<file path="src/rtl/otter_pipe_pkg.sv">
// Shared types and constants for the OTTER pipeline sequencer.
package otter_pipe_pkg;

    localparam int unsigned REG_W = 5;
    localparam logic [REG_W-1:0] X0 = '0;

    typedef enum logic [1:0] {
        PC_RUN,
        PC_FILL,
        PC_FILL_ABORT
    } pc_state_e;

endpackage

</file>
<file path="src/rtl/otter_hazard_unit.sv">
// Combinational load-use detector: the DE instruction reads the register a load in EX will write.
module otter_hazard_unit
    import otter_pipe_pkg::*;
#(
    parameter int unsigned REG_W = otter_pipe_pkg::REG_W
) (
    input  logic [REG_W-1:0] de_rs1,
    input  logic [REG_W-1:0] de_rs2,
    input  logic             de_rs1_used,
    input  logic             de_rs2_used,
    input  logic [REG_W-1:0] ex_rd,
    input  logic             ex_mem_read,
    output logic             load_use
);

    logic rs1_hit;
    logic rs2_hit;

    always_comb begin
        rs1_hit  = de_rs1_used && (de_rs1 == ex_rd);
        rs2_hit  = de_rs2_used && (de_rs2 == ex_rd);
        // x0 is hardwired to zero, so a load targeting it never creates a dependency
        load_use = ex_mem_read && (ex_rd != REG_W'(X0)) && (rs1_hit || rs2_hit);
    end

endmodule

</file>
<file path="src/rtl/otter_pipe_ctrl.sv">
// Pipeline sequencer for the 5-stage OTTER core: load/clear control and I-cache refill tracking.
// Define PIPE_PERF_EN to build the stall/flush/fill event counters; otherwise they read 0.
module otter_pipe_ctrl
    import otter_pipe_pkg::*;
#(
    parameter int unsigned REG_W = otter_pipe_pkg::REG_W,
    parameter int unsigned CNT_W = 32
) (
    input  logic             clk,
    input  logic             clr,
    input  logic [REG_W-1:0] de_rs1,
    input  logic [REG_W-1:0] de_rs2,
    input  logic             de_rs1_used,
    input  logic             de_rs2_used,
    input  logic [REG_W-1:0] ex_rd,
    input  logic             ex_mem_read,
    input  logic             ex_br_taken,
    input  logic             ic_miss,
    input  logic             ic_fill_done,
    input  logic             mem_busy,
    output logic             pc_ld,
    output logic             if_de_ld,
    output logic             de_ex_ld,
    output logic             ex_mem_ld,
    output logic             mem_wb_ld,
    output logic             if_de_clr,
    output logic             de_ex_clr,
    output logic             ex_mem_clr,
    output logic             mem_wb_clr,
    output logic             ic_fill_start,
    output logic [CNT_W-1:0] perf_stall,
    output logic [CNT_W-1:0] perf_flush,
    output logic [CNT_W-1:0] perf_fill
);

    pc_state_e state_q;
    pc_state_e state_d;
    logic      load_use;

    otter_hazard_unit #(
        .REG_W(REG_W)
    ) u_hazard (
        .de_rs1     (de_rs1),
        .de_rs2     (de_rs2),
        .de_rs1_used(de_rs1_used),
        .de_rs2_used(de_rs2_used),
        .ex_rd      (ex_rd),
        .ex_mem_read(ex_mem_read),
        .load_use   (load_use)
    );

    always_comb begin
        pc_ld         = 1'b1;
        if_de_ld      = 1'b1;
        de_ex_ld      = 1'b1;
        ex_mem_ld     = 1'b1;
        mem_wb_ld     = 1'b1;
        if_de_clr     = 1'b0;
        de_ex_clr     = 1'b0;
        ex_mem_clr    = 1'b0;
        mem_wb_clr    = 1'b0;
        ic_fill_start = 1'b0;
        state_d       = state_q;

        if (clr) begin
            pc_ld      = 1'b0;
            if_de_ld   = 1'b0;
            de_ex_ld   = 1'b0;
            ex_mem_ld  = 1'b0;
            mem_wb_ld  = 1'b0;
            if_de_clr  = 1'b1;
            de_ex_clr  = 1'b1;
            ex_mem_clr = 1'b1;
            mem_wb_clr = 1'b1;
            state_d    = PC_RUN;
        end else if (mem_busy) begin
            // Whole pipe frozen; branch/hazard reassert once EX moves again
            pc_ld     = 1'b0;
            if_de_ld  = 1'b0;
            de_ex_ld  = 1'b0;
            ex_mem_ld = 1'b0;
            mem_wb_ld = 1'b0;
            if (state_q != PC_RUN && ic_fill_done) begin
                state_d = PC_RUN;
            end
        end else if (ex_br_taken) begin
            if_de_ld  = 1'b0;
            de_ex_ld  = 1'b0;
            if_de_clr = 1'b1;
            de_ex_clr = 1'b1;
            if (ic_fill_done) begin
                state_d = PC_RUN;
            end else if (state_q == PC_FILL) begin
                state_d = PC_FILL_ABORT;
            end
        end else if (state_q == PC_RUN) begin
            if (load_use) begin
                pc_ld     = 1'b0;
                if_de_ld  = 1'b0;
                de_ex_ld  = 1'b0;
                de_ex_clr = 1'b1;
            end else if (ic_miss) begin
                pc_ld         = 1'b0;
                if_de_ld      = 1'b0;
                if_de_clr     = 1'b1;
                ic_fill_start = 1'b1;
                state_d       = PC_FILL;
            end
        end else begin
            pc_ld     = 1'b0;
            if_de_ld  = 1'b0;
            if_de_clr = 1'b1;
            if (ic_fill_done) begin
                state_d = PC_RUN;
            end
        end
    end

    always_ff @(posedge clk) begin
        if (clr) begin
            state_q <= PC_RUN;
        end else begin
            state_q <= state_d;
        end
    end

`ifdef PIPE_PERF_EN
    logic [CNT_W-1:0] stall_q;
    logic [CNT_W-1:0] flush_q;
    logic [CNT_W-1:0] fill_q;
    logic             stall_ev;
    logic             flush_ev;
    logic             fill_ev;

    always_comb begin
        stall_ev = mem_busy || (state_q == PC_RUN && !ex_br_taken && load_use);
        flush_ev = !mem_busy && ex_br_taken;
        fill_ev  = (state_q != PC_RUN);
    end

    always_ff @(posedge clk) begin
        if (clr) begin
            stall_q <= '0;
            flush_q <= '0;
            fill_q  <= '0;
        end else begin
            if (stall_ev) stall_q <= stall_q + CNT_W'(1);
            if (flush_ev) flush_q <= flush_q + CNT_W'(1);
            if (fill_ev)  fill_q  <= fill_q + CNT_W'(1);
        end
    end

    assign perf_stall = stall_q;
    assign perf_flush = flush_q;
    assign perf_fill  = fill_q;
`else
    assign perf_stall = '0;
    assign perf_flush = '0;
    assign perf_fill  = '0;
`endif

endmodule

</file>
<file path="config.mk">
export PLATFORM = sky130hd
export DESIGN_NAME = otter_pipe_ctrl
export DESIGN_NICKNAME = d
export VERILOG_FILES = /design/src/rtl/otter_pipe_pkg.sv /design/src/rtl/otter_hazard_unit.sv /design/src/rtl/otter_pipe_ctrl.sv
export SDC_FILE = /design/constraint.sdc
export NUM_CORES = 1
export LEC_CHECK = 0
export ABC_CLOCK_PERIOD_IN_PS = 1390
export BUFFER_PORTS_ARGS = -buffer_cell sky130_fd_sc_hd__buf_2
export CORE_MARGIN = 2
export CORE_UTILIZATION = 33
export CTS_CLUSTER_SIZE = 8
export DETAILED_ROUTE_END_ITERATION = 6
export PLACE_DENSITY_LB_ADDON = 0.3
export SYNTH_ARGS = -nofsm -noshare
export SYNTH_HDL_FRONTEND = slang
export SYNTH_SLANG_ARGS = --single-unit
</file>
<file path="constraint.sdc">
create_clock -name clk -period 1.39 [get_ports clk]
set_input_delay 0.0695 -clock clk [delete_from_list [all_inputs] [get_ports clk]]
set_output_delay 0.0695 -clock clk [all_outputs]
set_load 0.03 [all_outputs]
</file>
==> metrics.txt, run 1 <==
# TYPE chip_impl_metric gauge
chip_impl_info{name="status",value="complete, but fails checks"} 1
chip_impl_info{name="failed_checks",value="negative setup slack"} 1
chip_impl_metric{name="synthSimpleGateAreaFrac",unit=""} 0.0912
chip_impl_metric{name="fin_crit_sh",unit=""} 1.06
chip_impl_metric{name="async_reset_ff_frac",unit=""} 0
chip_impl_metric{name="met3_length",unit="um"} 270
chip_impl_metric{name="number_of_flip_flops_under_the_largest_register_name",unit=""} 2
chip_impl_metric{name="synth.mux.area_fraction",unit=""} 0
chip_impl_metric{name="vias_per_cell",unit=""} 3.34
chip_impl_metric{name="max_clock_freq",unit="GHz"} 0.678
chip_impl_metric{name="firstDrtPassIters",unit=""} 4
chip_impl_metric{name="cts.htree.levels",unit=""} 1
chip_impl_metric{name="grt_start_max_net_pins",unit=""} 10
chip_impl_metric{name="drt_iter0_drc",unit=""} 35
chip_impl_metric{name="clk_transition_reported_paths",unit="ns"} 0.03
chip_impl_info{name="synth_top_family_by_area",value="buffers and inverters"} 1
chip_impl_metric{name="initial_standard_cell_utilization_of_the_core",unit=""} 0.348
chip_impl_metric{name="synthCells",unit=""} 147
chip_impl_metric{name="die_area",unit="um^2"} 3710
chip_impl_metric{name="post_synth_xor_area_fraction",unit=""} 0.0819
chip_impl_info{name="commonest_non_fill_non_tap_cell_in_the_layout",value="sky130_fd_sc_hd__conb_1"} 1
chip_impl_metric{name="layout-area-overhead-vs-synth",unit="%"} -0.468
chip_impl_metric{name="drv.max_cap_violation_count",unit=""} 0
chip_impl_info{name="biggestRegsByFlops",value="state_q x2"} 1
chip_impl_metric{name="overflow_after_grt",unit=""} 0
chip_impl_metric{name="reg2regPathDepth",unit=""} 4
chip_impl_metric{name="slew_violations",unit=""} 0
chip_impl_metric{name="ys.warnings.count",unit=""} 0
chip_impl_metric{name="routabilityCongestion",unit=""} 0.839
chip_impl_metric{name="postSynthAreaPerCell",unit="um^2"} 7.28
chip_impl_metric{name="grt_pass1_vias",unit=""} 540
chip_impl_metric{name="synth_largest_type_area_fraction",unit=""} 0.695
chip_impl_metric{name="holdBufCountCts",unit=""} 0
chip_impl_metric{name="yosysSeqAreaShare",unit=""} 0.0374
chip_impl_metric{name="vdd.ir_drop.worst",unit="V"} 0.000185
chip_impl_metric{name="chipHeight",unit="um"} 60.9
chip_impl_metric{name="numCtsBuffers",unit=""} 3
chip_impl_metric{name="rows",unit=""} 20
chip_impl_metric{name="wl_per_cell",unit="um"} 7.85
chip_impl_metric{name="grt_first_pass_wirelength",unit="um"} 2300
chip_impl_info{name="ys.flop_type",value="sky130_fd_sc_hd__dfxtp_1"} 1
chip_impl_metric{name="finalNetCount",unit=""} 215
chip_impl_metric{name="num_antenna_cells",unit=""} 0
chip_impl_metric{name="number_of_synthesized_flops_with_an_enable_pin",unit=""} 0
chip_impl_info{name="post-synth-top-area-cell",value="sky130_fd_sc_hd__buf_4"} 1
chip_impl_metric{name="power.leakage",unit="nW"} 0.619
chip_impl_metric{name="portBuffers",unit=""} 33
chip_impl_info{name="cts_root_buffer",value="sky130_fd_sc_hd__clkbuf_4"} 1
chip_impl_metric{name="clockBufferDepth",unit=""} 2
chip_impl_metric{name="grt_util_all_layers",unit=""} 0.0804
chip_impl_metric{name="finalWorstSetupSlack",unit="ns"} -0.0846
chip_impl_metric{name="route.detailed.drc",unit=""} 0
chip_impl_metric{name="worst_ep_required_time",unit="ns"} 1.32
chip_impl_metric{name="detailroute.wirelength.met2",unit="um"} 958
chip_impl_metric{name="cts_sinks",unit=""} 2
chip_impl_metric{name="synth_seq_cells",unit=""} 2
chip_impl_metric{name="timing.setup.tns",unit="ns"} -0.249
chip_impl_metric{name="shortest_clock_period_the_worst_path_allows_after_layout",unit="ns"} 1.47
chip_impl_metric{name="cp_max_fo",unit=""} 5
chip_impl_metric{name="grt_antenna_before_repair",unit=""} 0
chip_impl_metric{name="area_of_the_mapped_netlist",unit="um^2"} 1070
chip_impl_metric{name="core_region_area",unit="um^2"} 3080
chip_impl_info{name="max_flop_register",value="state_q"} 1
chip_impl_info{name="setup.worst_path.class",value="input pin to primary output"} 1
chip_impl_metric{name="synthAdderAreaFrac",unit=""} 0
chip_impl_metric{name="report.final.setup_viol",unit=""} 4
chip_impl_metric{name="fin_util",unit=""} 0.346
chip_impl_metric{name="hpwl",unit="um"} 1560
chip_impl_metric{name="clock_insertion_delay_worst_skew",unit="ns"} 0.22
chip_impl_metric{name="timing.final.hold_violations",unit=""} 0
chip_impl_info{name="final_cell_mix",value="sky130_fd_sc_hd__conb_1, sky130_fd_sc_hd__buf_2, sky130_fd_sc_hd__buf_4, sky130_fd_sc_hd__xnor2_1, sky130_fd_sc_hd__nor2_1"} 1
chip_impl_metric{name="cp.arrival",unit="ns"} 1.41
chip_impl_metric{name="synth_cell_types",unit=""} 23
chip_impl_metric{name="hold_slack",unit="ns"} 0.0286
chip_impl_metric{name="routedLengthMet1",unit="um"} 601
chip_impl_info{name="cts_tree",value="built"} 1
chip_impl_metric{name="synth_compound_gate_area_share",unit=""} 0.0842
chip_impl_metric{name="number_of_cells_on_the_worst_hold_path",unit=""} 2
chip_impl_metric{name="power_per_cell_area",unit="nW/um^2"} 689
chip_impl_info{name="top_signal_layer_used",value="met3"} 1
chip_impl_metric{name="floorplan.io_pins",unit=""} 130
chip_impl_metric{name="drive_gt1_frac",unit=""} 0.275
chip_impl_info{name="critical_path.startpoint_type",value="input pin"} 1
chip_impl_metric{name="drt_wl_total",unit="um"} 1830
chip_impl_metric{name="num_vias",unit=""} 778
chip_impl_metric{name="final.setup_skew",unit="ns"} 0.000669
chip_impl_info{name="top_post_synthesis_cells_by_area",value="sky130_fd_sc_hd__buf_4, sky130_fd_sc_hd__xnor2_1, sky130_fd_sc_hd__dfxtp_1, sky130_fd_sc_hd__nor2_1, sky130_fd_sc_hd__a21oi_1"} 1
chip_impl_info{name="rsz0062_at_grt",value="yes"} 1
chip_impl_info{name="worstHoldPathType",value="input pin to register"} 1
chip_impl_info{name="setup.worst_path.end_class",value="primary output"} 1
chip_impl_metric{name="antenna_left",unit=""} 0
chip_impl_metric{name="die-width",unit="um"} 60.9
critical path, stage by stage:
cell	delay (ns)
sky130_fd_sc_hd__buf_6	0.09
sky130_fd_sc_hd__or4_4	0.52
sky130_fd_sc_hd__o21a_4	0.23
sky130_fd_sc_hd__o31a_1	0.24
sky130_fd_sc_hd__o31ai_2	0.06
sky130_fd_sc_hd__buf_4	0.19
metrics by stage:
| step | setup WS [ns] | std cells | power [mW] | instance area, um^2 |
|---|---|---|---|---|
| floorplan | -0.0797 | 242 | 0.709 | 1430 |
| global placement | -0.185 | 229 | 0.582 | 976 |
| detailed placement | -0.185 | 229 | 0.582 | 976 |
| CTS | -0.120 | 233 | 0.728 | 1030 |
| global route | -0.126 | 233 | 0.779 | 1060 |
| finish | -0.0846 | 233 | 0.733 | 1060 |
per-layer routing:
metal / track usage / vias to the layer above
met5: 0 / -
met4: 0.0248 / 0
met3: 0.0213 / 0
met2: 0.149 / 71
met1: 0.0888 / 341
li1: - / 366
where the power goes:
group          internal [mW]  leakage, nW  switching, mW
logic                 0.0987        0.589          0.448
registers             0.0599       0.0162        0.00128
clock network         0.0951       0.0138         0.0305
logic make-up after synthesis:
group / count (synthesis)
simple gates: 20
flops: 2
buf+inv: 101
compound gates: 13
xor+xnor: 10
other cells: 1
area by class of cell:
cell class              count  area [um^2]
clock buffers               3         22.5
flip-flops and latches      2         40.0
well taps                  44         55.1
repair buffers             43          269
multi-input cells         139          671
fillers                   344         2010
inverters                   2         7.51
synthesized netlist by cell type, types with 2 or more instances:
library cell	n
sky130_fd_sc_hd__a21oi_1	3
sky130_fd_sc_hd__a31oi_1	2
sky130_fd_sc_hd__buf_4	99
sky130_fd_sc_hd__dfxtp_1	2
sky130_fd_sc_hd__inv_1	2
sky130_fd_sc_hd__nand2_1	4
sky130_fd_sc_hd__nand4_1	2
sky130_fd_sc_hd__nor2_1	6
sky130_fd_sc_hd__nor3_1	3
sky130_fd_sc_hd__nor4_1	2
sky130_fd_sc_hd__xnor2_1	10
timing repair:
action / in CTS / in global routing
pin swaps: 5 / 1
setup endpoints to repair: 6 / 6
cloned: 0 / 0
buffers inserted: 1 / 0
resized for setup: 9 / 6
worst paths after layout:
kind | from | to | slack (ns)
setup / recovery | ex_rd[4] | pc_ld | -0.08
hold / removal | ic_fill_done | state_q[1] | 0.03
setup reg to reg | state_q[1] | state_q[0] | 0.26
hold reg to reg | state_q[1] | state_q[1] | 0.68
No activity file was read; power rests on OpenSTA's default activity.
==> inputs of run 2 (changes only) <==
--- a/config.mk
+++ b/config.mk
@@ -5,10 +5,11 @@
 export SDC_FILE = /design/constraint.sdc
 export NUM_CORES = 1
 export LEC_CHECK = 0
+export ABC_AREA = 1
 export ABC_CLOCK_PERIOD_IN_PS = 1390
 export BUFFER_PORTS_ARGS = -buffer_cell sky130_fd_sc_hd__buf_2
 export CORE_MARGIN = 2
-export CORE_UTILIZATION = 33
+export CORE_UTILIZATION = 35
 export CTS_CLUSTER_SIZE = 8
 export DETAILED_ROUTE_END_ITERATION = 6
 export PLACE_DENSITY_LB_ADDON = 0.3
==> metrics.txt, run 2 <==
# TYPE chip_impl_metric gauge
chip_impl_info{name="status",value="finished, final reports clean"} 1
chip_impl_metric{name="fin_crit_sh",unit=""} 0.933
chip_impl_metric{name="drive_gt1_frac",unit=""} 0.194
chip_impl_metric{name="clockBufferDepth",unit=""} 2
chip_impl_info{name="post-synth-top-area-cell",value="sky130_fd_sc_hd__buf_4"} 1
chip_impl_metric{name="cts.htree.levels",unit=""} 1
chip_impl_metric{name="firstDrtPassIters",unit=""} 4
chip_impl_metric{name="wl_per_cell",unit="um"} 6.38
chip_impl_metric{name="nFillCells",unit=""} 417
chip_impl_metric{name="layout-area-overhead-vs-synth",unit="%"} -7.98
chip_impl_metric{name="die_area",unit="um^2"} 3890
chip_impl_info{name="setup.worst_path.class",value="register to primary output"} 1
chip_impl_info{name="post-synth-top-count-cell",value="sky130_fd_sc_hd__buf_4"} 1
chip_impl_metric{name="area_of_the_mapped_netlist",unit="um^2"} 1190
chip_impl_metric{name="overflow_after_grt",unit=""} 0
chip_impl_metric{name="power.leakage",unit="nW"} 0.783
chip_impl_metric{name="placed_cell_area",unit="um^2"} 1040
chip_impl_metric{name="synth_cell_types",unit=""} 16
chip_impl_info{name="setup.worst_path.end_class",value="primary output"} 1
chip_impl_metric{name="chipHeight",unit="um"} 62.4
chip_impl_metric{name="numCtsBuffers",unit=""} 3
chip_impl_metric{name="multi_input_comb_area",unit="um^2"} 701
chip_impl_metric{name="holdBufCountCts",unit=""} 0
chip_impl_metric{name="grt_start_max_net_pins",unit=""} 7
chip_impl_info{name="cts_tree",value="built"} 1
chip_impl_info{name="final_cell_mix",value="sky130_fd_sc_hd__conb_1, sky130_fd_sc_hd__nand2_1, sky130_fd_sc_hd__buf_2, sky130_fd_sc_hd__inv_1, sky130_fd_sc_hd__nor2_1"} 1
chip_impl_metric{name="worst_ep_required_time",unit="ns"} 1.32
chip_impl_metric{name="detailroute.wirelength.met2",unit="um"} 837
chip_impl_metric{name="cp_max_fo",unit=""} 4
chip_impl_metric{name="total_power",unit="mW"} 0.788
chip_impl_metric{name="slew_violations",unit=""} 0
chip_impl_metric{name="synth_largest_type_area_fraction",unit=""} 0.623
chip_impl_metric{name="core_region_area",unit="um^2"} 3310
chip_impl_metric{name="rows",unit=""} 21
chip_impl_metric{name="portBuffers",unit=""} 33
chip_impl_metric{name="met3_length",unit="um"} 264
chip_impl_metric{name="yosysSeqAreaShare",unit=""} 0.0336
chip_impl_info{name="biggestRegsByFlops",value="state_q x2"} 1
chip_impl_info{name="commonest_non_fill_non_tap_cell_in_the_layout",value="sky130_fd_sc_hd__conb_1"} 1
chip_impl_metric{name="antenna_left",unit=""} 0
chip_impl_metric{name="postSynthAreaPerCell",unit="um^2"} 6.02
chip_impl_metric{name="vdd.ir_drop.worst",unit="V"} 0.000307
chip_impl_metric{name="drt_wl_total",unit="um"} 1780
chip_impl_metric{name="routedLengthMet1",unit="um"} 672
chip_impl_metric{name="clock_insertion_delay_worst_skew",unit="ns"} 0.22
chip_impl_metric{name="routabilityCongestion",unit=""} 0.761
chip_impl_metric{name="clk_transition_reported_paths",unit="ns"} 0.03
chip_impl_metric{name="ys.warnings.count",unit=""} 0
chip_impl_metric{name="floorplan.io_pins",unit=""} 130
chip_impl_metric{name="num_antenna_cells",unit=""} 0
chip_impl_metric{name="grt_util_all_layers",unit=""} 0.0748
chip_impl_metric{name="initial_standard_cell_utilization_of_the_core",unit=""} 0.360
chip_impl_info{name="ys.flop_type",value="sky130_fd_sc_hd__dfxtp_1"} 1
chip_impl_info{name="max_flop_register",value="state_q"} 1
chip_impl_metric{name="final.setup_skew",unit="ns"} 0.00130
chip_impl_metric{name="vias_per_cell",unit=""} 3.19
chip_impl_metric{name="async_reset_ff_frac",unit=""} 0
chip_impl_info{name="cts_root_buffer",value="sky130_fd_sc_hd__clkbuf_4"} 1
chip_impl_metric{name="report.final.setup_viol",unit=""} 0
chip_impl_metric{name="cp.arrival",unit="ns"} 1.23
chip_impl_metric{name="finalWorstSetupSlack",unit="ns"} 0.0937
chip_impl_info{name="top_post_synthesis_cells_by_area",value="sky130_fd_sc_hd__buf_4, sky130_fd_sc_hd__nand2_1, sky130_fd_sc_hd__inv_1, sky130_fd_sc_hd__nor2_1, sky130_fd_sc_hd__dfxtp_1"} 1
chip_impl_metric{name="number_of_flip_flops_under_the_largest_register_name",unit=""} 2
chip_impl_info{name="critical_path.startpoint_type",value="register"} 1
chip_impl_metric{name="max_clock_freq",unit="GHz"} 0.771
chip_impl_info{name="top_signal_layer_used",value="met3"} 1
chip_impl_metric{name="synthCells",unit=""} 198
chip_impl_metric{name="area.sequential",unit="um^2"} 40.0
chip_impl_metric{name="grt_antenna_before_repair",unit=""} 0
chip_impl_metric{name="route.detailed.drc",unit=""} 0
chip_impl_metric{name="die-width",unit="um"} 62.4
chip_impl_info{name="yosys-top-cells-count",value="sky130_fd_sc_hd__buf_4, sky130_fd_sc_hd__nand2_1, sky130_fd_sc_hd__inv_1"} 1
chip_impl_metric{name="post-route-cell-area",unit="um^2"} 1100
chip_impl_metric{name="drt_iter0_drc",unit=""} 18
chip_impl_metric{name="finalNetCount",unit=""} 258
chip_impl_metric{name="shortest_clock_period_the_worst_path_allows_after_layout",unit="ns"} 1.30
chip_impl_metric{name="grt_pass1_vias",unit=""} 614
chip_impl_metric{name="synth_seq_cells",unit=""} 2
chip_impl_metric{name="num_vias",unit=""} 886
chip_impl_metric{name="grt_first_pass_wirelength",unit="um"} 2430
chip_impl_metric{name="pre_cts_ws",unit="ns"} 0.0899
chip_impl_metric{name="hpwl",unit="um"} 1580
chip_impl_info{name="worstHoldPathType",value="input pin to register"} 1
chip_impl_metric{name="cts_sinks",unit=""} 2
chip_impl_metric{name="timing.final.hold_violations",unit=""} 0
chip_impl_metric{name="power_per_cell_area",unit="nW/um^2"} 719
chip_impl_metric{name="number_of_synthesized_flops_with_an_enable_pin",unit=""} 0
chip_impl_metric{name="drv.max_cap_violation_count",unit=""} 0
[run 2: cell types whose count changed after synthesis, moves of 2 or more]
cell / delta
sky130_fd_sc_hd__nand2_1: +33
sky130_fd_sc_hd__a31oi_1: -2
sky130_fd_sc_hd__nor3_1: -2
sky130_fd_sc_hd__nand2_2: +3
sky130_fd_sc_hd__inv_1: +21
sky130_fd_sc_hd__nor2_1: +7
sky130_fd_sc_hd__nand3_1: +5
sky130_fd_sc_hd__o21ai_0: +3
sky130_fd_sc_hd__xnor2_1: -10
[run 2: final timing paths]
| check | slack [ns] | from | depth (start not counted) | endpoint |
|---|---|---|---|---|
| max reg2reg | 0.15 | state_q[0] | 7 | state_q[1] |
| min reg2reg | 0.54 | state_q[1] | 2 | state_q[1] |
| max | 0.09 | state_q[0] | 4 | ic_fill_start |
| min | 0.22 | clr | 4 | state_q[1] |
[run 2: critical path, cell delays in order (launching register included)]
cell	delay, ns
sky130_fd_sc_hd__dfxtp_1	0.33
sky130_fd_sc_hd__nor2_4	0.15
sky130_fd_sc_hd__inv_1	0.09
sky130_fd_sc_hd__nor4_2	0.24
sky130_fd_sc_hd__buf_4	0.20
[run 2: cells by family after synthesis]
| logic type | share of synthesized area |
|---|---|
| other | 0.00314 |
| AO/OA/AOI/OAI | 0.0441 |
| flip-flops | 0.0336 |
| buffers and inverters | 0.696 |
| AND/OR/NAND/NOR | 0.224 |
[run 2: repair_timing]
item,CTS,global route
endpoints found under the setup margin,5,4
pin swaps,1,1
setup buffers,2,0
gates resized for setup,2,9
[run 2: area by class of cell]
| type | instances | share of cell area |
|---|---|---|
| sequential | 2 | 0.0365 |
| clock buffer | 3 | 0.0205 |
| tap | 46 | 0.0525 |
| inverter | 23 | 0.0787 |
| timing repair buffer | 35 | 0.173 |
| multi-input combinational | 169 | 0.639 |
[run 2: report_power, final]
group	switching [mW]	total [mW]	internal, mW
combinational	0.485	0.588	0.102
sequential	0.00862	0.0740	0.0654
clock	0.0316	0.127	0.0951
total	0.526	0.788	0.263
[run 2: per-layer routing]
| metal | up-vias | GRT usage |
|---|---|---|
| met5 | - | 0 |
| met3 | 0 | 0.0270 |
| met4 | 0 | 0.0250 |
| met1 | 355 | 0.0968 |
| li1 | 468 | - |
| met2 | 63 | 0.115 |
[run 2: stage by stage]
stage | hold WS [ns] | TNS [ns] | util | instances
floorplan | 0.209 | -0.0356 | - | 293
CTS | 0.212 | 0 | 0.327 | 278
detailed placement | 0.441 | 0 | 0.314 | 273
global placement | 0.440 | 0 | 0.314 | 273
global route | 0.257 | -0.00879 | 0.331 | 278
finish | 0.223 | 0 | 0.331 | 278
==> inputs of run 3 (changes only) <==
==> constraint.sdc (replaced) <==
create_clock -name clk -period 1.39 [get_ports clk]
set_input_delay 0.417 -clock clk [delete_from_list [all_inputs] [get_ports clk]]
set_output_delay 0.417 -clock clk [all_outputs]
set_load 0.03 [all_outputs]
==> metrics.txt, run 3 (synthesized netlist as in run 2, its figures left out) <==
# TYPE chip_impl_metric gauge
chip_impl_info{name="critical_path.startpoint_type",value="input pin"} 1
chip_impl_metric{name="portBuffers",unit=""} 33
chip_impl_metric{name="grt_first_pass_wirelength",unit="um"} 2660
chip_impl_info{name="biggestRegsByFlops",value="state_q x2"} 1
chip_impl_metric{name="report.final.setup_viol",unit=""} 6
chip_impl_metric{name="power_per_cell_area",unit="nW/um^2"} 638
chip_impl_metric{name="drt_wl_total",unit="um"} 1980
chip_impl_metric{name="core_region_area",unit="um^2"} 3310
chip_impl_metric{name="clockBufferDepth",unit=""} 2
chip_impl_metric{name="vdd.ir_drop.worst",unit="V"} 0.000204
chip_impl_info{name="failed_checks",value="negative setup slack"} 1
chip_impl_metric{name="worstSetupPathDepth",unit=""} 9
chip_impl_metric{name="antenna_left",unit=""} 0
chip_impl_metric{name="firstDrtPassIters",unit=""} 4
chip_impl_metric{name="multi_input_comb_area",unit="um^2"} 792
chip_impl_metric{name="hold_slack",unit="ns"} 0.579
chip_impl_metric{name="critical-path-max-stage-delay",unit="ns"} 0.19
chip_impl_info{name="max_flop_register",value="state_q"} 1
chip_impl_metric{name="num_vias",unit=""} 979
chip_impl_metric{name="die-width",unit="um"} 62.4
chip_impl_metric{name="routabilityCongestion",unit=""} 0.764
chip_impl_metric{name="shortest_clock_period_the_worst_path_allows_after_layout",unit="ns"} 1.83
chip_impl_info{name="top_signal_layer_used",value="met3"} 1
chip_impl_info{name="cts_tree",value="built"} 1
chip_impl_metric{name="worst_ep_required_time",unit="ns"} 0.97
chip_impl_metric{name="finalWorstSetupSlack",unit="ns"} -0.438
chip_impl_metric{name="number_of_cells_on_the_worst_hold_path",unit=""} 6
chip_impl_info{name="setup.worst_path.class",value="input pin to primary output"} 1
chip_impl_metric{name="area.sequential",unit="um^2"} 40.0
chip_impl_info{name="worstHoldPathType",value="input pin to register"} 1
chip_impl_metric{name="clk_transition_reported_paths",unit="ns"} 0.03
chip_impl_info{name="crit_path_max_delay_family",value="simple AND/OR/NAND/NOR gates"} 1
chip_impl_metric{name="reg2regPathDepth",unit=""} 6
chip_impl_metric{name="drv.max_cap_violation_count",unit=""} 0
chip_impl_metric{name="r2r_slack",unit="ns"} 0.15
chip_impl_metric{name="cts.htree.levels",unit=""} 1
chip_impl_metric{name="fin_crit_sh",unit=""} 1.31
chip_impl_metric{name="slew_violations",unit=""} 0
chip_impl_info{name="commonest_non_fill_non_tap_cell_in_the_layout",value="sky130_fd_sc_hd__conb_1"} 1
chip_impl_metric{name="numCtsBuffers",unit=""} 3
chip_impl_metric{name="rows",unit=""} 21
chip_impl_metric{name="clock_insertion_delay_worst_skew",unit="ns"} 0.22
chip_impl_metric{name="timing.final.hold_violations",unit=""} 0
chip_impl_metric{name="chipHeight",unit="um"} 62.4
chip_impl_metric{name="number_of_flip_flops_under_the_largest_register_name",unit=""} 2
chip_impl_metric{name="nFillCells",unit=""} 374
chip_impl_metric{name="final.setup_skew",unit="ns"} 0.00237
chip_impl_metric{name="met3_length",unit="um"} 233
chip_impl_info{name="rsz0062_at_grt",value="yes"} 1
chip_impl_metric{name="worst-path-buf-inv",unit=""} 4
chip_impl_metric{name="grt_start_max_net_pins",unit=""} 6
chip_impl_metric{name="drt_iter0_drc",unit=""} 23
chip_impl_metric{name="detailroute.wirelength.met2",unit="um"} 1090
chip_impl_metric{name="routedLengthMet1",unit="um"} 659
chip_impl_metric{name="floorplan.io_pins",unit=""} 130
chip_impl_metric{name="initial_standard_cell_utilization_of_the_core",unit=""} 0.360
chip_impl_metric{name="overflow_after_grt",unit=""} 0
chip_impl_info{name="crit_path_top_delay_cell",value="sky130_fd_sc_hd__buf_4"} 1
chip_impl_info{name="crit_path_cell_trace",value="buf_8 -> inv_12 -> nand4_1 -> o21ai_1 -> inv_1 -> nand2_4 -> nand3_4 -> nor4_4 -> buf_4"} 1
chip_impl_info{name="final_cell_mix",value="sky130_fd_sc_hd__conb_1, sky130_fd_sc_hd__nand2_1, sky130_fd_sc_hd__buf_4, sky130_fd_sc_hd__buf_2, sky130_fd_sc_hd__inv_1"} 1
chip_impl_metric{name="grt_antenna_before_repair",unit=""} 0
chip_impl_metric{name="fin_util",unit=""} 0.428
chip_impl_metric{name="cp_max_fo",unit=""} 4
chip_impl_info{name="cts_root_buffer",value="sky130_fd_sc_hd__clkbuf_4"} 1
chip_impl_metric{name="grt_pass1_vias",unit=""} 697
chip_impl_info{name="setup.worst_path.end_class",value="primary output"} 1
chip_impl_metric{name="max_clock_freq",unit="GHz"} 0.547
chip_impl_metric{name="hpwl",unit="um"} 1720
chip_impl_metric{name="die_area",unit="um^2"} 3890
chip_impl_metric{name="cp.arrival",unit="ns"} 1.41
chip_impl_metric{name="power.leakage",unit="nW"} 0.904
chip_impl_metric{name="cts_sinks",unit=""} 2
chip_impl_metric{name="finalNetCount",unit=""} 273
chip_impl_metric{name="route.detailed.drc",unit=""} 0
chip_impl_info{name="status",value="complete, but fails checks"} 1
chip_impl_metric{name="layout-area-overhead-vs-synth",unit="%"} 18.9
chip_impl_metric{name="grt_util_all_layers",unit=""} 0.0836
chip_impl_metric{name="drive_gt1_frac",unit=""} 0.332
chip_impl_metric{name="vias_per_cell",unit=""} 3.34
chip_impl_metric{name="holdBufCountCts",unit=""} 0
chip_impl_metric{name="timing.setup.tns",unit="ns"} -2.50
chip_impl_metric{name="num_antenna_cells",unit=""} 0
chip_impl_metric{name="wl_per_cell",unit="um"} 6.75
run 3: final timing paths:
kind / start / endpoint
worst min-delay path: ic_fill_done / state_q[1]
worst max register to register: state_q[0] / state_q[0]
worst max-delay path: ex_rd[0] / if_de_ld
worst min register to register: state_q[1] / state_q[1]
run 3: metrics by stage:
step	std cells	cell area (um^2)	total power, mW	setup slack [ns]
after detailed placement	290	1230	0.722	-0.708
after floorplan	293	1630	0.789	-0.357
after global routing	293	1420	0.959	-0.531
final	293	1420	0.904	-0.438
after global placement	290	1230	0.722	-0.673
after CTS	293	1360	0.887	-0.509
run 3: final cells by class:
cell class,count,share of cell area
flip-flops and latches,2,0.0282
clock buffers,3,0.0159
well taps,46,0.0406
multi-input cells,169,0.559
inverters,23,0.0786
repair buffers,50,0.278
run 3: where the power goes:
| part | total, mW | switching [mW] | internal [mW] |
|---|---|---|---|
| combinational | 0.710 | 0.530 | 0.180 |
| sequential | 0.0697 | 0.00432 | 0.0654 |
| clock | 0.124 | 0.0293 | 0.0949 |
| total | 0.904 | 0.564 | 0.340 |
run 3: repair_timing:
action | in CTS | in global routing
pin swaps | 12 | 7
setup buffers | 0 | 0
setup endpoints to repair | 6 | 8
resized for setup | 29 | 15
run 3: layer usage:
layer | up-vias | global-route usage
met5 | - | 0
met4 | 0 | 0.0333
met3 | 0 | 0.0180
met2 | 68 | 0.173
met1 | 409 | 0.0781
li1 | 502 | -
run 3: tightest hold or removal path, stage by stage:
cell	delay (ns)
sky130_fd_sc_hd__buf_2	0.10
sky130_fd_sc_hd__nor3_2	0.05
sky130_fd_sc_hd__inv_1	0.04
sky130_fd_sc_hd__nand3_1	0.06
sky130_fd_sc_hd__nand2_1	0.06
sky130_fd_sc_hd__nor2_1	0.03
